## config.mk

```make
export PLATFORM = sky130hd
export DESIGN_NAME = sd_cmd_seq
export DESIGN_NICKNAME = d
export VERILOG_FILES = /design/src/rtl/sd_pkg.sv /design/src/rtl/sd_crc7.sv /design/src/rtl/sd_cmd_seq.sv
export SDC_FILE = /design/constraint.sdc
export NUM_CORES = 1
export LEC_CHECK = 0
export BUFFER_PORTS_ARGS = -buffer_cell sky130_fd_sc_hd__buf_2
export CAP_MARGIN = 25
export CORE_ASPECT_RATIO = 1.4
export CORE_MARGIN = 10
export CORE_UTILIZATION = 55
export CTS_CLUSTER_DIAMETER = 200
export CTS_CLUSTER_SIZE = 10
export DETAILED_ROUTE_END_ITERATION = 8
export PLACE_DENSITY = 0.79
export RECOVER_POWER = 25
export SETUP_SLACK_MARGIN = 0.3
export SLEW_MARGIN = 0
export SYNTH_ARGS = -nofsm -noshare
export SYNTH_HDL_FRONTEND = slang
export SYNTH_SLANG_ARGS = --single-unit
```

## constraint.sdc

```tcl
create_clock -name clock -period 3.8 [get_ports clock]
set_clock_uncertainty 0.15 [all_clocks]
set_input_delay 0.19 -clock clock [delete_from_list [all_inputs] [get_ports clock]]
set_output_delay 0.19 -clock clock [all_outputs]
set_load 0.05 [all_outputs]
```

## src/rtl/sd_pkg.sv

```systemverilog
// Shared constants and types for the SD-over-SPI command sequencer.
// Frame constants and the CRC7 polynomial are kept here so they can be reused elsewhere.
package sd_pkg;

    typedef enum logic [2:0] {
        ST_IDLE  = 3'd0,
        ST_SETUP = 3'd1,
        ST_SEND  = 3'd2,
        ST_POLL  = 3'd3,
        ST_TRAIL = 3'd4
    } sd_state_t;

    localparam logic [1:0] SD_START_BITS = 2'b01;
    localparam logic [7:0] SD_FILL       = 8'hFF;
    // x^7 + x^3 + 1, with the implicit x^7 term dropped
    localparam logic [6:0] SD_CRC7_POLY  = 7'h09;
    localparam int unsigned SD_ARG_BYTES = 4;

endpackage

```

## src/rtl/sd_crc7.sv

```systemverilog
// Byte-wide CRC7 update, MSB first; purely combinational.
module sd_crc7
    import sd_pkg::*;
(
    input  logic [6:0] crc,
    input  logic [7:0] data,
    output logic [6:0] crc_next
);

    logic [6:0] stage [0:8];

    assign stage[0] = crc;

    // One shift/conditional-XOR stage per message bit, bit 7 first.
    generate
        for (genvar gi = 0; gi < 8; gi++) begin : g_bit
            logic fb;
            assign fb = stage[gi][6] ^ data[7 - gi];
            assign stage[gi + 1] = {stage[gi][5:0], 1'b0} ^ (fb ? SD_CRC7_POLY : 7'h00);
        end
    endgenerate

    assign crc_next = stage[8];

endmodule

```

## src/rtl/sd_cmd_seq.sv

```systemverilog
// Sequences one SD SPI-mode command: fill byte, 6-byte frame, R1 polling, trailing fill byte.
// Drives a byte engine that exchanges one byte per spi_done pulse while spi_bv stays high.
module sd_cmd_seq
    import sd_pkg::*;
#(
    parameter int unsigned MAX_POLL = 8
) (
    input  logic        clock,
    input  logic        reset,
    input  logic        cmd_valid,
    output logic        cmd_ready,
    input  logic [5:0]  cmd_index,
    input  logic [31:0] cmd_arg,
    output logic        resp_valid,
    output logic [7:0]  resp,
    output logic        resp_timeout,
    output logic        cs_n,
    output logic        spi_bv,
    output logic [7:0]  spi_tx,
    input  logic        spi_done,
    input  logic [7:0]  spi_rx
);

    localparam logic [7:0] POLL_LIMIT = 8'(MAX_POLL);

    sd_state_t   state_q, state_d;
    logic        cs_n_q, cs_n_d;
    logic        spi_bv_q, spi_bv_d;
    logic [7:0]  spi_tx_q, spi_tx_d;
    logic [2:0]  byte_idx_q, byte_idx_d;
    logic [6:0]  crc_q, crc_d;
    logic [7:0]  poll_cnt_q, poll_cnt_d;
    logic [7:0]  resp_q, resp_d;
    logic        resp_timeout_q, resp_timeout_d;
    logic        resp_valid_q, resp_valid_d;
    logic [5:0]  cmd_index_q, cmd_index_d;
    logic [31:0] cmd_arg_q, cmd_arg_d;

    logic [7:0]  cmd_byte;
    logic [7:0]  arg_byte;
    logic [7:0]  crc_in;
    logic [6:0]  crc_next;
    logic [7:0]  poll_cnt_inc;

    assign cmd_byte     = {SD_START_BITS, cmd_index_q};
    assign poll_cnt_inc = poll_cnt_q + 8'd1;

    always_comb begin
        arg_byte = 8'h00;
        case (byte_idx_q)
            3'd0:    arg_byte = cmd_arg_q[31:24];
            3'd1:    arg_byte = cmd_arg_q[23:16];
            3'd2:    arg_byte = cmd_arg_q[15:8];
            3'd3:    arg_byte = cmd_arg_q[7:0];
            default: arg_byte = 8'h00;
        endcase
    end

    // The CRC is folded in on the same edge a frame byte is loaded, so the
    // unit only ever sees the command byte (SETUP) or an argument byte (SEND).
    assign crc_in = (state_q == ST_SETUP) ? cmd_byte : arg_byte;

    sd_crc7 u_crc7 (
        .crc      (crc_q),
        .data     (crc_in),
        .crc_next (crc_next)
    );

    always_comb begin
        state_d        = state_q;
        cs_n_d         = cs_n_q;
        spi_bv_d       = spi_bv_q;
        spi_tx_d       = spi_tx_q;
        byte_idx_d     = byte_idx_q;
        crc_d          = crc_q;
        poll_cnt_d     = poll_cnt_q;
        resp_d         = resp_q;
        resp_timeout_d = resp_timeout_q;
        resp_valid_d   = 1'b0;
        cmd_index_d    = cmd_index_q;
        cmd_arg_d      = cmd_arg_q;

        case (state_q)
            ST_IDLE: begin
                if (cmd_valid) begin
                    cs_n_d      = 1'b0;
                    spi_bv_d    = 1'b1;
                    spi_tx_d    = SD_FILL;
                    byte_idx_d  = 3'd0;
                    crc_d       = 7'd0;
                    poll_cnt_d  = 8'd0;
                    cmd_index_d = cmd_index;
                    cmd_arg_d   = cmd_arg;
                    state_d     = ST_SETUP;
                end
            end
            ST_SETUP: begin
                if (spi_done) begin
                    spi_tx_d = cmd_byte;
                    crc_d    = crc_next;
                    state_d  = ST_SEND;
                end
            end
            ST_SEND: begin
                if (spi_done) begin
                    if (byte_idx_q < 3'(SD_ARG_BYTES)) begin
                        spi_tx_d   = arg_byte;
                        crc_d      = crc_next;
                        byte_idx_d = byte_idx_q + 3'd1;
                    end else if (byte_idx_q == 3'(SD_ARG_BYTES)) begin
                        spi_tx_d   = {crc_q, 1'b1};
                        byte_idx_d = byte_idx_q + 3'd1;
                    end else begin
                        spi_tx_d   = SD_FILL;
                        poll_cnt_d = 8'd0;
                        state_d    = ST_POLL;
                    end
                end
            end
            ST_POLL: begin
                if (spi_done) begin
                    if (!spi_rx[7]) begin
                        resp_d         = spi_rx;
                        resp_timeout_d = 1'b0;
                        state_d        = ST_TRAIL;
                    end else begin
                        poll_cnt_d = poll_cnt_inc;
                        if (poll_cnt_inc == POLL_LIMIT) begin
                            resp_d         = SD_FILL;
                            resp_timeout_d = 1'b1;
                            state_d        = ST_TRAIL;
                        end
                    end
                end
            end
            ST_TRAIL: begin
                if (spi_done) begin
                    spi_bv_d     = 1'b0;
                    cs_n_d       = 1'b1;
                    resp_valid_d = 1'b1;
                    state_d      = ST_IDLE;
                end
            end
            default: state_d = ST_IDLE;
        endcase
    end

    always_ff @(posedge clock) begin
        if (reset) begin
            state_q        <= ST_IDLE;
            cs_n_q         <= 1'b1;
            spi_bv_q       <= 1'b0;
            spi_tx_q       <= SD_FILL;
            byte_idx_q     <= 3'd0;
            crc_q          <= 7'd0;
            poll_cnt_q     <= 8'd0;
            resp_q         <= 8'h00;
            resp_timeout_q <= 1'b0;
            resp_valid_q   <= 1'b0;
            cmd_index_q    <= 6'd0;
            cmd_arg_q      <= 32'd0;
        end else begin
            state_q        <= state_d;
            cs_n_q         <= cs_n_d;
            spi_bv_q       <= spi_bv_d;
            spi_tx_q       <= spi_tx_d;
            byte_idx_q     <= byte_idx_d;
            crc_q          <= crc_d;
            poll_cnt_q     <= poll_cnt_d;
            resp_q         <= resp_d;
            resp_timeout_q <= resp_timeout_d;
            resp_valid_q   <= resp_valid_d;
            cmd_index_q    <= cmd_index_d;
            cmd_arg_q      <= cmd_arg_d;
        end
    end

    assign cmd_ready    = (state_q == ST_IDLE);
    assign resp_valid   = resp_valid_q;
    assign resp         = resp_q;
    assign resp_timeout = resp_timeout_q;
    assign cs_n         = cs_n_q;
    assign spi_bv       = spi_bv_q;
    assign spi_tx       = spi_tx_q;

endmodule

```

After elaboration in Yosys (flattened, before gate mapping)
Index checks and enable logic that the tools add are counted.

word-level totals
  register bits after elaboration = 79
  output and inout port bits = 21
  word-level logic and storage cells = 122

cells by class
  add/sub/neg operators = 2
  magnitude comparators = 1
  equality and inequality tests = 21
  mux-type cells = 54
  bitwise operators = 17
  reduce and logical (&&, ||, !) cells = 15

operators with widths
  operator                                        count
  2-to-1 mux 8 bit                                14
  bitwise XOR 7 bit                               8
  case mux 8 bit (3 select lines)                 2
  2-to-1 mux 3 bit                                13
  2-to-1 mux 4 bit                                8
  case mux 8 bit (4 select lines)                 1
  2-to-1 mux 7 bit                                4
  case mux 7 bit (3 select lines)                 1
  != test 2 bit (second input constant)           9
  case mux 3 bit (5 select lines)                 1
  == test 3 x 2 -> 1 bit (second input constant)  4
  adder 8 x 1 -> 8 bit (second input constant)    1
  == test 8 x 4 -> 1 bit (second input constant)  1
  AND reduction 4 bit                             2
  AND reduction 8 bit                             1
  bitwise XOR 1 bit                               8
  2-to-1 mux 1 bit                                7
  AND reduction 7 bit                             1
  == test 3 x 1 -> 1 bit (second input constant)  2
  == test 3 bit (second input constant)           2
  logical NOT 3 bit                               2
  != test 3 bit (second input constant)           2
  case mux 3 bit (2 select lines)                 1
  AND reduction 3 bit                             2
  other kinds (10)                                13

Logic depth before layout (Yosys ltp)
  depth in word-level cells = 30
  gate-level depth with buffers = 10
  depth with buffers taken out = 8

Modules after synthesis
Synthesis repeated with hierarchy kept, for this count alone.

second synthesis, totals
  cells, all modules = 486
  area total of the unflattened synthesis = 4040.1 um^2

by module, submodules not included
  module      instances  cells each  area an instance (um^2)
  sd_cmd_seq  1          468         3793.6
  sd_crc7     1          18          246.5

Worst setup path after synthesis
No wires, ideal clock.

  kind = register to register
  from = reg state_q[1]
  to = reg cmd_index_q[3]
  library setup time = 0.071 ns
  arrival = 2.813 ns
  setup slack = 0.766 ns
  cell stages (with the launch flop) = 9
  path buffers = 4
  clock period less this slack = 3.034 ns
  cell sequence = dfxtp_1 buf_6 clkbuf_1 nor3_1 and2_1 clkbuf_1 buf_1 nand2_1 a21oi_1

between the ends
  cells in the longest elaborated chain, start to end = 2

ends and longest elaborated chain
  element                               RTL line           RTL
  from (decl)                           sd_cmd_seq.sv:26   sd_state_t state_q, state_d;
  from (signal assigned)                sd_cmd_seq.sv:163  state_q <= state_d;
  logical NOT 3 bit                     n/a
  named net cmd_ready                   sd_cmd_seq.sv:11   output logic cmd_ready,
  AND reduction 2 bit (no source line)  n/a
  to (signal assigned)                  sd_cmd_seq.sv:173  cmd_index_q <= cmd_index_d;
  to (decl)                             sd_cmd_seq.sv:36   logic [5:0] cmd_index_q, cmd_index_d;

The timed path passes the listed nets, and every way through them passes these cells.
A chain may end at the register's enable or synchronous reset.

Final worst setup path
  from = reg state_q[1]
  to = reg cmd_arg_q[23]

between the ends
  cells in the longest elaborated chain, start to end = 2

ends and longest elaborated chain
  element                               RTL line           RTL
  logical NOT 3 bit                     sd_cmd_seq.sv:83   case (state_q)
  AND reduction 2 bit (no source line)  n/a
  to (signal assigned)                  sd_cmd_seq.sv:174  cmd_arg_q <= cmd_arg_d;
  to (decl)                             sd_cmd_seq.sv:37   logic [31:0] cmd_arg_q, cmd_arg_d;

Every way passes these cells.

==> flow_summary.ini <==
[pwr]
p_leak_nw = 1.91
ir_drop_v = 0.000279
pwr_density_cell_mw_per_mm2 = 423

[route]
vias = 3708
drt_iter0_drc = 242
routed_wl_um = 10600
via_per_inst = 5.64
detail-route-antenna-nets = 0
route.detailed.wl_per_inst_um = 16.2
drc = 0
drt_pass1_iterations = 4

[cts]
clock-root-buffer = clkbuf_8
cts_buffer_depth = 2
ctsResizeCount = 0
clock-sinks = 78
post_cts_buffers = 0
numCtsBuffers = 9
insertion_delay_ns = 0.35
cts.clk_slew.worst_paths_ns = 0.09
cts.htree.levels = 3
cts_tree = built

[timing]
min_period_over_period_pct = 76.7
layout_setup_ws_ns = 0.887
min_period_ns = 2.91
setup_tns_ns = 0
relSlewSlack_pct = -15.4
slew_viol_final = 80
fmaxAchievable_mhz = 343
hold_violations = 0
final-setup-viol-count = 0
worst_pin_slew_ns = 1.73
grt_setup_unrepaired = false

[yosys]
synth.net_count = 517
synthTopCellsByArea = dfxtp_1 (42%), nand2_1 (11%), a21oi_1 (7.2%), a22oi_1 (3.6%), nor2_1 (3.0%)
yosysWarningCount = 0
synth-simple-area-share_pct = 21.8
ys_async_sr_fraction_pct = 0
synth_edf_count = 0
synth_common_cells = nand2_1 (107), dfxtp_1 (78), a21oi_1 (54), nor2_1 (30), clkbuf_1 (27)
yosysUniqueCellTypes = 57
synthMuxAreaShare_pct = 1.20
synth-adder-area-share_pct = 2.34
synth_top_family_by_area = compound AO/OA/AOI/OAI gates
synth_area_leader_cell = dfxtp_1
synth_xor_area_share_pct = 3.77
synth_flop_cell = dfxtp_1
avgSynthCellArea_um2 = 8.15
ys_seq_elements = 78
syn-cell-area_mm2 = 0.00375
synth_compound_area_share_pct = 24.8
synth_cells = 460
synth-seq-area-share_pct = 41.7
synth_top_area_share_pct = 41.7
synth_most_common_cell = nand2_1

[floorplanning]
coreArea_mm2 = 0.00661
die_w_um = 89.8
die_y_um = 118
die_area_mm2 = 0.0106
start_util_pct = 56.7
io_pins = 71
core.rowCount = 35

[setup_path]
cp_max_fo = 39
worstPathArrival_ns = 3.04
worstSetupEndpointType = flip-flop
start_kind = flip-flop
crit_type = reg -> reg
critPathRequiredTime_ns = 3.93
r2r_slack_ns = 0.89

[grt]
grtUsageTotal_pct = 20.1
antenna_found_initial = 1
grt_pass1_vias = 3744
grt_max_degree = 57
grt_first_pass_wirelength_um = 18000
grt_overflow_total = 0

[layout]
drive_gt1_share_pct = 14.5
area_delta_synth_final_pct = 27.0
final_cell_area_mm2 = 0.00476
fin_nets = 617

[placement]
pre_cts_slack_ns = 0.985
dp_hpwl_um = 7070
place_congestion = 0.889
postPlaceCellArea_mm2 = 0.00412
io_buffers = 70

[min_path]
min_path_type = in -> reg

[run_status]
violations = max-capacitance violations, max-slew violations
outcome = finished with violations

[flow_run]
drv_cap = 2
[critical path, stage by stage, from the launching register on]
cell and delay (ns):
dfxtp_1 0.48, nor3_1 0.39, and2_1 0.18, clkbuf_1 1.22, nand2_1 0.23, a21oi_1 0.18
[layer usage]
| layer | global-route usage (%) | share of wire, % | vias to the layer above |
|---|---|---|---|
| met2 | 33.2 | 50 | 150 |
| met1 | 23.1 | 40 | 1705 |
| met5 | 0 | 0 | - |
| met3 | 4.79 | 6.8 | 30 |
| met4 | 11.0 | 3.5 | 0 |
| li1 | - | - | 1823 |
[what timing repair did]
item,CTS,global route
hold endpoints to repair,45,0
setup endpoints to repair,0,0
hold buffers,45,0
[flip-flops by register name, summed over array words and instances, names as in the netlist]
signal / cells
resp: 8
resp_valid: 1
poll_cnt_q: 8
spi_tx: 8
cs_n: 1
cmd_index_q: 6
crc_q: 7
byte_idx_q: 3
cmd_arg_q: 32
state_q: 3
spi_bv: 1
[kinds of logic after synthesis]
kind of cell | after synthesis
compound gates | 134
mux | 4
buf+inv | 39
flops | 78
fa+ha+maj | 7
xor+xnor | 13
simple gates | 185
[area by class of cell]
cell class / instances / area (um^2)
antenna: 1 / 2.50
clock buffer: 11 / 141
clock inverter: 5 / 82.6
fill: 541 / 1850
inverter: 7 / 26.3
multi-input combinational: 343 / 2020
sequential: 78 / 1560
tap: 92 / 115
timing repair buffer: 121 / 812
[placed cells by master, fill, tap and decap left out, types with 4 or more instances in the layout]
cell and instances:
a211oi_1 5, a21oi_1 54, a22o_1 7, a22oi_1 18, and2_1 5, buf_2 49
buf_4 4, clkbuf_1 24, clkbuf_8 10, dfxtp_1 78, dlygate4sd3_1 45, ha_1 7
inv_1 5, nand2_1 107, nand2b_1 4, nand3_1 12, nand3b_1 6, nor2_1 30
nor2b_1 5, o21ai_0 9, o221a_2 8, xnor2_1 8
[power breakdown]
group          internal [mW]  switching (mW)
combinational          0.171           0.242
clock                  0.389           0.304
sequential             0.866          0.0408
total                   1.43           0.587
[final timing paths]
path	cells past startpoint	start	end
max reg2reg	5	state_q[1]	cmd_arg_q[23]
min reg2reg	2	cmd_arg_q[23]	cmd_arg_q[23]
max	5	state_q[1]	cmd_arg_q[23]
min	3	spi_done	resp_valid
[through the flow]
step,utilization (%),power (mW),cells,hold WS [ns]
2_1_floorplan,-,1.20,460,0.176
3_3_place_gp,62.3,1.29,596,0.280
3_5_place_dp,62.3,1.30,596,0.285
4_1_cts,72.5,2.02,657,0.0949
5_1_grt,72.0,2.10,658,0.125
6_report,72.0,2.01,658,0.105
(Power assumes the default switching activity.)
